<file path="config.mk">
export PLATFORM = sky130hd
export DESIGN_NAME = sdram_init_seq
export DESIGN_NICKNAME = d
export VERILOG_FILES = /design/src/rtl/sdram_init_seq.sv
export SDC_FILE = /design/constraint.sdc
export NUM_CORES = 1
export LEC_CHECK = 0
export BUFFER_PORTS_ARGS = -buffer_cell sky130_fd_sc_hd__buf_2
export CAP_MARGIN = 0
export CORE_AREA = 2 2 60 62
export CTS_CLUSTER_SIZE = 20
export DETAILED_ROUTE_END_ITERATION = 16
export DIE_AREA = 0 0 62 64
export PLACE_DENSITY = 0.77
export SYNTH_ARGS = -nofsm -noshare
export SYNTH_HDL_FRONTEND = slang
export SYNTH_SLANG_ARGS = --single-unit
</file>
<file path="constraint.sdc">
create_clock -name clk_133 -period 4.17 [get_ports clk_133]
set_clock_uncertainty 0.2 [all_clocks]
set_input_delay 0.6255 -clock clk_133 [delete_from_list [all_inputs] [get_ports clk_133]]
set_output_delay 0.6255 -clock clk_133 [all_outputs]
set_load 0.1 [all_outputs]
</file>
<file path="src/rtl/sdram_init_seq.sv">
// rtl/sdram_init_seq.sv - SDRAM power-up initialisation sequencer
//
// Drives the JEDEC-style SDRAM power-up sequence in this order:
//   wait T_WAIT -> PRECHARGE ALL -> T_RP -> N x (AUTO REFRESH -> T_RFC)
//   -> LOAD MODE -> T_MRD -> done
// Once the sequence finishes, init_done stays high until the next reset.
//
// Configuration macro: SDRAM_INIT_8REF_EN
//   defined   -> N = 8 auto refreshes
//   undefined -> N = 2 auto refreshes
//
// Ports:
//   clk_133    in   1   sole clock; all logic runs on its rising edge
//   rst_133    in   1   asynchronous active-high reset; release is already
//                       synchronised upstream
//   cke        out  1   SDRAM clock enable
//   cs_n       out  1   SDRAM chip select, active-low
//   ras_n      out  1   SDRAM row address strobe, active-low
//   cas_n      out  1   SDRAM column address strobe, active-low
//   we_n       out  1   SDRAM write enable, active-low
//   ba         out  2   bank address
//   addr       out  13  SDRAM address
//   init_done  out  1   sticky flag, high once initialisation is complete
//
// All outputs are registered.

module sdram_init_seq #(
  parameter logic [15:0] T_WAIT   = 16'd26600,
  parameter logic [15:0] T_RP     = 16'd3,
  parameter logic [15:0] T_RFC    = 16'd10,
  parameter logic [15:0] T_MRD    = 16'd2,
  parameter logic [12:0] MODE_REG = 13'h0037
) (
  input  logic        clk_133,
  input  logic        rst_133,
  output logic        cke,
  output logic        cs_n,
  output logic        ras_n,
  output logic        cas_n,
  output logic        we_n,
  output logic [1:0]  ba,
  output logic [12:0] addr,
  output logic        init_done
);

`ifdef SDRAM_INIT_8REF_EN
  localparam logic [3:0] N_REF = 4'd8;
`else
  localparam logic [3:0] N_REF = 4'd2;
`endif

  // Command encodings, ordered {cs_n, ras_n, cas_n, we_n}.
  localparam logic [3:0] CMD_NOP  = 4'b0111;
  localparam logic [3:0] CMD_PRE  = 4'b0010;
  localparam logic [3:0] CMD_REF  = 4'b0001;
  localparam logic [3:0] CMD_LMR  = 4'b0000;
  localparam logic [3:0] CMD_IDLE = 4'b1111;

  typedef enum logic [2:0] {
    S_WAIT = 3'd0,
    S_PRE  = 3'd1,
    S_TRP  = 3'd2,
    S_REF  = 3'd3,
    S_TRFC = 3'd4,
    S_MRS  = 3'd5,
    S_TMRD = 3'd6,
    S_DONE = 3'd7
  } state_t;

  state_t      state;
  state_t      next_state;
  logic [15:0] cnt;       // cycles spent in the current state, this one included
  logic [3:0]  ref_cnt;   // auto refreshes issued so far

  logic        nxt_cke;
  logic [3:0]  nxt_cmd;
  logic [1:0]  nxt_ba;
  logic [12:0] nxt_addr;
  logic        nxt_done;

  // State register. The outputs are registered from the next-state decode,
  // so the value on the pins always matches the state entered at that edge.
  always_ff @(posedge clk_133 or posedge rst_133) begin
    if (rst_133) begin
      state     <= S_WAIT;
      cnt       <= 16'd0;
      ref_cnt   <= 4'd0;
      cke       <= 1'b0;
      {cs_n, ras_n, cas_n, we_n} <= CMD_IDLE;
      ba        <= 2'd0;
      addr      <= 13'd0;
      init_done <= 1'b0;
    end else begin
      state <= next_state;
      // The counter restarts at 1 on every state entry. Each wait state exits
      // on equality with its limit, so the counter never gets past 65535. The
      // saturation is only a guard.
      if (next_state != state) begin
        cnt <= 16'd1;
      end else if (cnt != 16'hFFFF) begin
        cnt <= cnt + 16'd1;
      end
      if (state == S_REF) begin
        ref_cnt <= ref_cnt + 4'd1;
      end
      cke       <= nxt_cke;
      {cs_n, ras_n, cas_n, we_n} <= nxt_cmd;
      ba        <= nxt_ba;
      addr      <= nxt_addr;
      init_done <= nxt_done;
    end
  end

  // Next-state decode.
  always_comb begin
    next_state = state;
    case (state)
      S_WAIT: if (cnt == T_WAIT) next_state = S_PRE;
      S_PRE:  next_state = S_TRP;
      S_TRP:  if (cnt == T_RP) next_state = S_REF;
      S_REF:  next_state = S_TRFC;
      S_TRFC: begin
        if (cnt == T_RFC) begin
          next_state = (ref_cnt == N_REF) ? S_MRS : S_REF;
        end
      end
      S_MRS:  next_state = S_TMRD;
      S_TMRD: if (cnt == T_MRD) next_state = S_DONE;
      S_DONE: next_state = S_DONE;
      default: next_state = S_WAIT;
    endcase
  end

  // Output decode of the state being entered. ba and addr stay 0 except on
  // the command cycles that carry an address.
  always_comb begin
    nxt_cke  = 1'b1;
    nxt_cmd  = CMD_NOP;
    nxt_ba   = 2'd0;
    nxt_addr = 13'd0;
    nxt_done = init_done;
    case (next_state)
      S_PRE: begin
        nxt_cmd  = CMD_PRE;
        nxt_addr = 13'h0400;  // A10 high selects all banks
      end
      S_REF: nxt_cmd = CMD_REF;
      S_MRS: begin
        nxt_cmd  = CMD_LMR;
        nxt_addr = MODE_REG;
      end
      S_DONE: nxt_done = 1'b1;
      default: ;
    endcase
  end

endmodule

</file>
==> summary.log, run 1 <==
qor: clocking.clock_tree_from_tritoncts built
qor: placed_design.place.detailed.hpwl 2410 um
qor: logic_synthesis.post-synth-top-area-cell dfrtp_1
qor: global_routing.track_usage 0.201
qor: floorplanning.initial_utilization 0.556
qor: logic_synthesis.area_fraction_of_the_dominant_cell_type_after_synthesis 0.370
qor: sta.slew_viol_final 0
qor: logic_synthesis.synthTopCellsByArea dfrtp_1 (37%), buf_4 (7.0%), xnor2_1 (6.2%)
qor: min_path.hp-class register to register
qor: floorplanning.dieArea 3970 um2
qor: logic_synthesis.synth-edff-count 0
qor: sta.report.final.hold_viol_count 0
qor: logic_synthesis.synthArstFlopShare 1.00
qor: global_routing.antenna_violations_before_repair 0
qor: logic_synthesis.synth_simple_gate_area_frac 0.229
qor: placed_design.place_worst_setup_slack 1.29 ns
qor: route.detail_route.vias_per_cell 5.59
qor: logic_synthesis.ys_warn_count 0
qor: worst_setup_path.cp-end-kind register
qor: logic_synthesis.synth.most_common_cell dfrtp_1
qor: floorplanning.core_region_area 3280 um2
qor: logic_synthesis.synth.ff_latch_count 31
qor: run_status.status finished clean
qor: logic_synthesis.synthMuxAreaShare 0.00548
qor: floorplanning.ios 23
qor: power_and_ir_drop.power.density_cell_area 286 nW/um2
qor: sta.maximum_achievable_frequency 344 MHz
qor: power_and_ir_drop.power.leakage 0.775 nW
qor: route.antenna_violating_nets_post_route 0
qor: floorplanning.die_y 64 um
qor: logic_synthesis.synth-compound-area-share 0.110
qor: logic_synthesis.synth_top_family_by_area simple AND/OR/NAND/NOR gates
qor: sta.setup_repair_after_global_routing_missed_its_margin no
qor: global_routing.grt_remaining_overflow 0
qor: clocking.cts_root_buf clkbuf_4
qor: layout.fin_nets 199
qor: worst_setup_path.timing.critical_path.required 4.25 ns
qor: logic_synthesis.postSynthCellCount 186
qor: layout.syn2layout_area_growth 2.47%
qor: layout.post_route_cells_drive_above_1_share 0.197
qor: clocking.cts_inserted_buffers 5
qor: worst_setup_path.slowest_delay 0.80 ns
qor: route.routed_wire_length_per_instance 14.0 um
qor: global_routing.vias_in_the_first_global_route 1274
qor: placed_design.buffer_ports.inserted 13
qor: logic_synthesis.synth.top_cells.by_count dfrtp_1 (27), buf_4 (17), nor3_1 (16)
qor: worst_setup_path.cp-start-kind register
qor: clocking.post_cts_hold_buffer_count 0
qor: power_and_ir_drop.irDropWorstVdd 234 uV
qor: route.routed-via-count 1335
qor: route.detailedRoute.firstIterationViolations 28
qor: worst_setup_path.worst_path_max_delay_cell a221oi_2
qor: sta.worst_slew_pin_tran 1.14 ns
qor: placed_design.gp_congestion 0.896
qor: worst_setup_path.cp.buffers_inverters 0
qor: worst_setup_path.type_of_the_worst_setup_path register to register
qor: logic_synthesis.yosysSeqAreaShare 0.428
qor: clocking.clock-sinks 31
qor: sta.finalSetupViolations 0
qor: clocking.cts_resized 0
qor: route.route.detailed.drc 0
qor: run.max_cap_viol_count 0
qor: worst_setup_path.cp_max_fo 12
qor: floorplanning.fp.dieW 62 um
qor: logic_synthesis.main_synth_ff_type dfrtp_1
qor: logic_synthesis.avgSynthCellArea 9.81 um2
qor: clocking.clk-insertion-delay-late 0.34 ns
qor: floorplanning.rows 21
qor: worst_setup_path.timing.critical_path.arrival 2.98 ns
qor: worst_setup_path.dominant_delay_contributor_by_cell_family_on_the_critical_path simple AND/OR/NAND/NOR gates
qor: logic_synthesis.number_of_library_cell_types_mapped_by_synthesis 47
qor: route.first_pass_iters 4
qor: logic_synthesis.synthXorXnorAreaFrac 0.0816
qor: power_and_ir_drop.total_power 0.536 mW
qor: layout.antenna-diode-count 0
qor: sta.setup-tns-final 0 ns
qor: sta.slew_headroom 0.242
qor: clocking.clockBufferDepth 2
qor: global_routing.global_route_wire_length_before_repair 5870 um
qor: sta.finalCriticalPeriod 2.91 ns
qor: clocking.clock_tree.htree_level_count 2
qor: sta.post-route-period-util 0.697
qor: logic_synthesis.synth_area 1830 um2
qor: worst_setup_path.worstPathCellList or4_4, nor4_1, nand3_1, a221oi_2, or3_2
qor: sta.layout_setup_ws 1.26 ns
qor: clocking.postCtsSetupBuffers 0
qor: route.total_routed_length 3340 um
qor: clocking.worst_setup_hold_path_clk_slew 0.09 ns
qor: logic_synthesis.synth_adder_area_share 0.0343
qor: global_routing.grt_max_degree 32
## placed cells by master (no fill, tap or decap), types with 4 or more instances in the layout
master	netlist	layout
dfrtp_1	27	27
nor3_1	16	16
xnor2_1	13	13
buf_2	2	13
nand2_1	12	12
nor2_1	11	11
nand3_1	11	11
conb_1	2	11
a21oi_1	9	9
inv_1	7	7
ha_1	5	5
clkbuf_4	0	5
nand4_1	4	4
xor2_1	4	4
dfstp_2	4	4
## power breakdown
part / leakage (nW) / internal, mW / switching, mW
combinational: 0.338 / 0.00103 / 0.0488
clock: 0.0353 / 0.0816 / 0.102
sequential: 0.403 / 0.302 / 0.000264
## metrics by stage
stage,hold slack (ns),std cells,cell area [um2],utilization
after global routing,0.312,239,1870,0.570
after detailed placement,0.266,231,1810,0.551
after CTS,0.289,239,1870,0.570
final,0.279,239,1870,0.570
after floorplan,0.246,195,1860,-
after global placement,0.258,231,1810,0.551
## sequential cells by signal, indices dropped and copies added, names as in the netlist, 2 cells and up
name     flops
cnt         16
addr         2
state        3
ref_cnt      4
## final timing paths
kind,start,to,slack [ns],cells after the start
worst max-delay path,cnt[14]$_DFFE_PP0P_,cnt[0]$_DFFE_PP0P_,1.26,5
worst min-delay path,ref_cnt[3]$_DFFE_PP0P_,ref_cnt[3]$_DFFE_PP0P_,0.28,1
worst max register to register,cnt[14]$_DFFE_PP0P_,cnt[0]$_DFFE_PP0P_,1.26,5
min in group asynchronous,rst_133,cnt[11]$_DFFE_PP0P_,0.37,2
worst min register to register,ref_cnt[3]$_DFFE_PP0P_,ref_cnt[3]$_DFFE_PP0P_,0.28,1
max in group asynchronous,rst_133,cnt[0]$_DFFE_PP0P_,2.72,2
## logic make-up after synthesis
kind of cell / after synthesis
buffers and inverters: 30
other: 2
AND/OR/NAND/NOR: 74
XOR/XNOR: 17
AO/OA/AOI/OAI: 26
adder cells (fa/ha/maj): 5
multiplexers: 1
flip-flops: 31
## layout make-up
class	count	area, um2
clock buffers	7	55.1
clock inverters	1	5.00
fillers	299	1410
inverters	7	26.3
multi-input cells	134	881
flip-flops and latches	31	781
well taps	46	57.6
repair buffers	13	65.1
## metal layers
metal	global-route usage	share of wire	up-vias
met4	0.0771	0.022	0
met1	0.264	0.43	654
met5	0	0	-
met3	0.0688	0.043	8
met2	0.301	0.50	32
li1	-	-	641
Power figures use the tool's default switching activity.
==> run 2: changes to the inputs <==
==> constraint.sdc (replaced) <==
create_clock -name clk_133 -period 2.9 [get_ports clk_133]
set_clock_uncertainty 0.2 [all_clocks]
set_input_delay 0.435 -clock clk_133 [delete_from_list [all_inputs] [get_ports clk_133]]
set_output_delay 0.435 -clock clk_133 [all_outputs]
set_load 0.1 [all_outputs]
==> run 2 against run 1 <==
Highest routed layer unchanged. Global-route usage grew 1.7 points. Via count grew 2.7%. First-iteration DRC count grew 96%.
==> summary.log, run 2 (synthesized netlist as in run 1, its figures left out) <==
qor: sta.finalCriticalPeriod 2.46 ns
qor: global_routing.grt_max_degree 32
qor: worst_setup_path.cp-start-kind register
qor: power_and_ir_drop.total_switching_power 0.222 mW
qor: placed_design.gp_congestion 0.864
qor: layout.mostFrequentLayoutCells dfrtp_1 (27), nor3_1 (16), xnor2_1 (13), buf_2 (13), nand2_1 (12)
qor: worst_setup_path.cp-end-kind register
qor: floorplanning.dieArea 3970 um2
qor: route.first_pass_iters 4
qor: clocking.clock-sinks 31
qor: clocking.clock_tree.htree_level_count 2
qor: sta.slew_headroom 0.664
qor: sta.setup_repair_after_global_routing_missed_its_margin no
qor: floorplanning.initial_utilization 0.556
qor: worst_setup_path.cp_max_fo 12
qor: clocking.clock_tree_from_tritoncts built
qor: global_routing.track_usage 0.218
qor: sta.setup-tns-final 0 ns
qor: floorplanning.rows 21
qor: layout.antenna-diode-count 0
qor: layout.regArea 781 um2
qor: route.total_routed_length 3660 um
qor: global_routing.global_route_wire_length_before_repair 6250 um
qor: sta.maximum_achievable_frequency 407 MHz
qor: sta.report.final.hold_viol_count 0
qor: sta.slew_viol_final 0
qor: clocking.cts_root_buf clkbuf_4
qor: route.detail_route.vias_per_cell 5.62
qor: route.routed_wire_length_per_instance 15.0 um
qor: route.route.detailed.drc 0
qor: run_status.status finished clean
qor: layout.syn2layout_area_growth 4.66%
qor: min_path.hp-class register to register
qor: layout.register_containing_the_most_flip_flops_in_the_final_layout cnt
qor: route.detailedRoute.firstIterationViolations 55
qor: power_and_ir_drop.power_frac_clock 0.346
qor: power_and_ir_drop.power.density_cell_area 407 nW/um2
qor: sta.worst_slew_pin_tran 0.498 ns
qor: power_and_ir_drop.power.leakage 0.801 nW
qor: layout.largest_registers cnt: 16 flops, ref_cnt: 4 flops, state: 3 flops
qor: layout.fill_cells 285
qor: floorplanning.ios 23
qor: layout.mostFrequentLayoutCell dfrtp_1
qor: layout.multi_input_logic_area 881 um2
qor: clocking.cts_inserted_buffers 5
qor: power_and_ir_drop.irDropWorstVdd 309 uV
qor: worst_setup_path.timing.critical_path.arrival 2.48 ns
qor: power_and_ir_drop.share_seq_of_total_power 0.559
qor: sta.finalSetupViolations 0
qor: worst_setup_path.timing.critical_path.required 2.92 ns
qor: clocking.clockBufferDepth 2
qor: power_and_ir_drop.power.share.switching 0.286
qor: route.routed-via-count 1371
qor: worst_setup_path.type_of_the_worst_setup_path register to register
qor: global_routing.antenna_violations_before_repair 0
qor: run.max_cap_viol_count 0
qor: sta.post_route_hold_slack 0.284 ns
qor: floorplanning.fp.dieW 62 um
qor: route.antenna_violating_nets_post_route 0
qor: global_routing.grt_remaining_overflow 0
qor: placed_design.buffer_ports.inserted 13
qor: layout.post_route_cells_drive_above_1_share 0.212
qor: floorplanning.core_region_area 3280 um2
qor: clocking.worst_setup_hold_path_clk_slew 0.10 ns
qor: placed_design.place.detailed.hpwl 2630 um
qor: power_and_ir_drop.power_frac_comb 0.095
qor: global_routing.vias_in_the_first_global_route 1380
qor: clocking.clk-insertion-delay-late 0.35 ns
qor: sta.post-route-period-util 0.848
qor: layout.fin_nets 204
qor: power_and_ir_drop.intPower 0.555 mW
qor: layout.largest_register_ffs 16
qor: floorplanning.die_y 64 um
## run 2: area by class of cell
cell class	instances	area share
flip-flops and latches	31	0.409
clock buffers	7	0.0288
clock inverters	1	0.00262
multi-input cells	134	0.461
inverters	7	0.0138
well taps	46	0.0301
repair buffers	18	0.0550
## run 2: path summary, 6_finish.rpt
| check | cells after the start | slack, ns | to | from |
|---|---|---|---|---|
| setup / recovery | 8 | 0.44 | cnt[13]$_DFFE_PP0P_ | cnt[0]$_DFFE_PP0P_ |
| hold / removal | 1 | 0.28 | ref_cnt[3]$_DFFE_PP0P_ | ref_cnt[3]$_DFFE_PP0P_ |
| setup reg to reg | 8 | 0.44 | cnt[13]$_DFFE_PP0P_ | cnt[0]$_DFFE_PP0P_ |
| hold reg to reg | 1 | 0.28 | ref_cnt[3]$_DFFE_PP0P_ | ref_cnt[3]$_DFFE_PP0P_ |
| max in group asynchronous | 4 | 1.68 | ras_n$_DFF_PP1_ | rst_133 |
| min in group asynchronous | 4 | 0.49 | cnt[10]$_DFFE_PP0P_ | rst_133 |
## run 2: power by group through the flow
stage | registers, mW | logic [mW] | clock network, mW
6_report | 0.434 | 0.0739 | 0.269
5_1_grt | 0.435 | 0.0775 | 0.295
4_1_cts | 0.434 | 0.0743 | 0.277
3_5_place_dp | 0.443 | 0.0734 | 0
3_3_place_gp | 0.443 | 0.0727 | 0
2_1_floorplan | 0.454 | 0.0664 | 0
## run 2: what timing repair did
item / 4_1_cts / 5_1_grt
hold buffers: 1 / 0
buffers inserted: 0 / 0
hold endpoints to repair: 27 / 0
gates resized for setup: 0 / 0
## run 2: per-stage QoR
stage                     instances  area [um2]  setup slack (ns)   util  total power, mW
final                           244        1910             0.442  0.582            0.777
after global routing            244        1910             0.290  0.582            0.808
after CTS                       244        1910             0.443  0.582            0.786
after detailed placement        235        1840             0.475  0.560            0.516
after global placement          235        1840             0.550  0.560            0.516
after floorplan                 195        1860             0.603      -            0.520
## run 2: worst max-delay path, stage by stage, from the launching register on
cell,delay [ns]
dfrtp_1,0.41
inv_1,0.12
ha_1,0.18
or4b_1,0.49
nor4_4,0.25
a21oi_2,0.13
a221oi_2,0.25
buf_4,0.22
nor3_1,0.08
## run 2: metal layers
layer,GRT usage,vias to the layer above,share of wire
met5,0,-,0
met2,0.328,50,0.49
met1,0.276,654,0.43
met4,0.122,0,0.031
met3,0.0607,13,0.050
li1,-,654,-
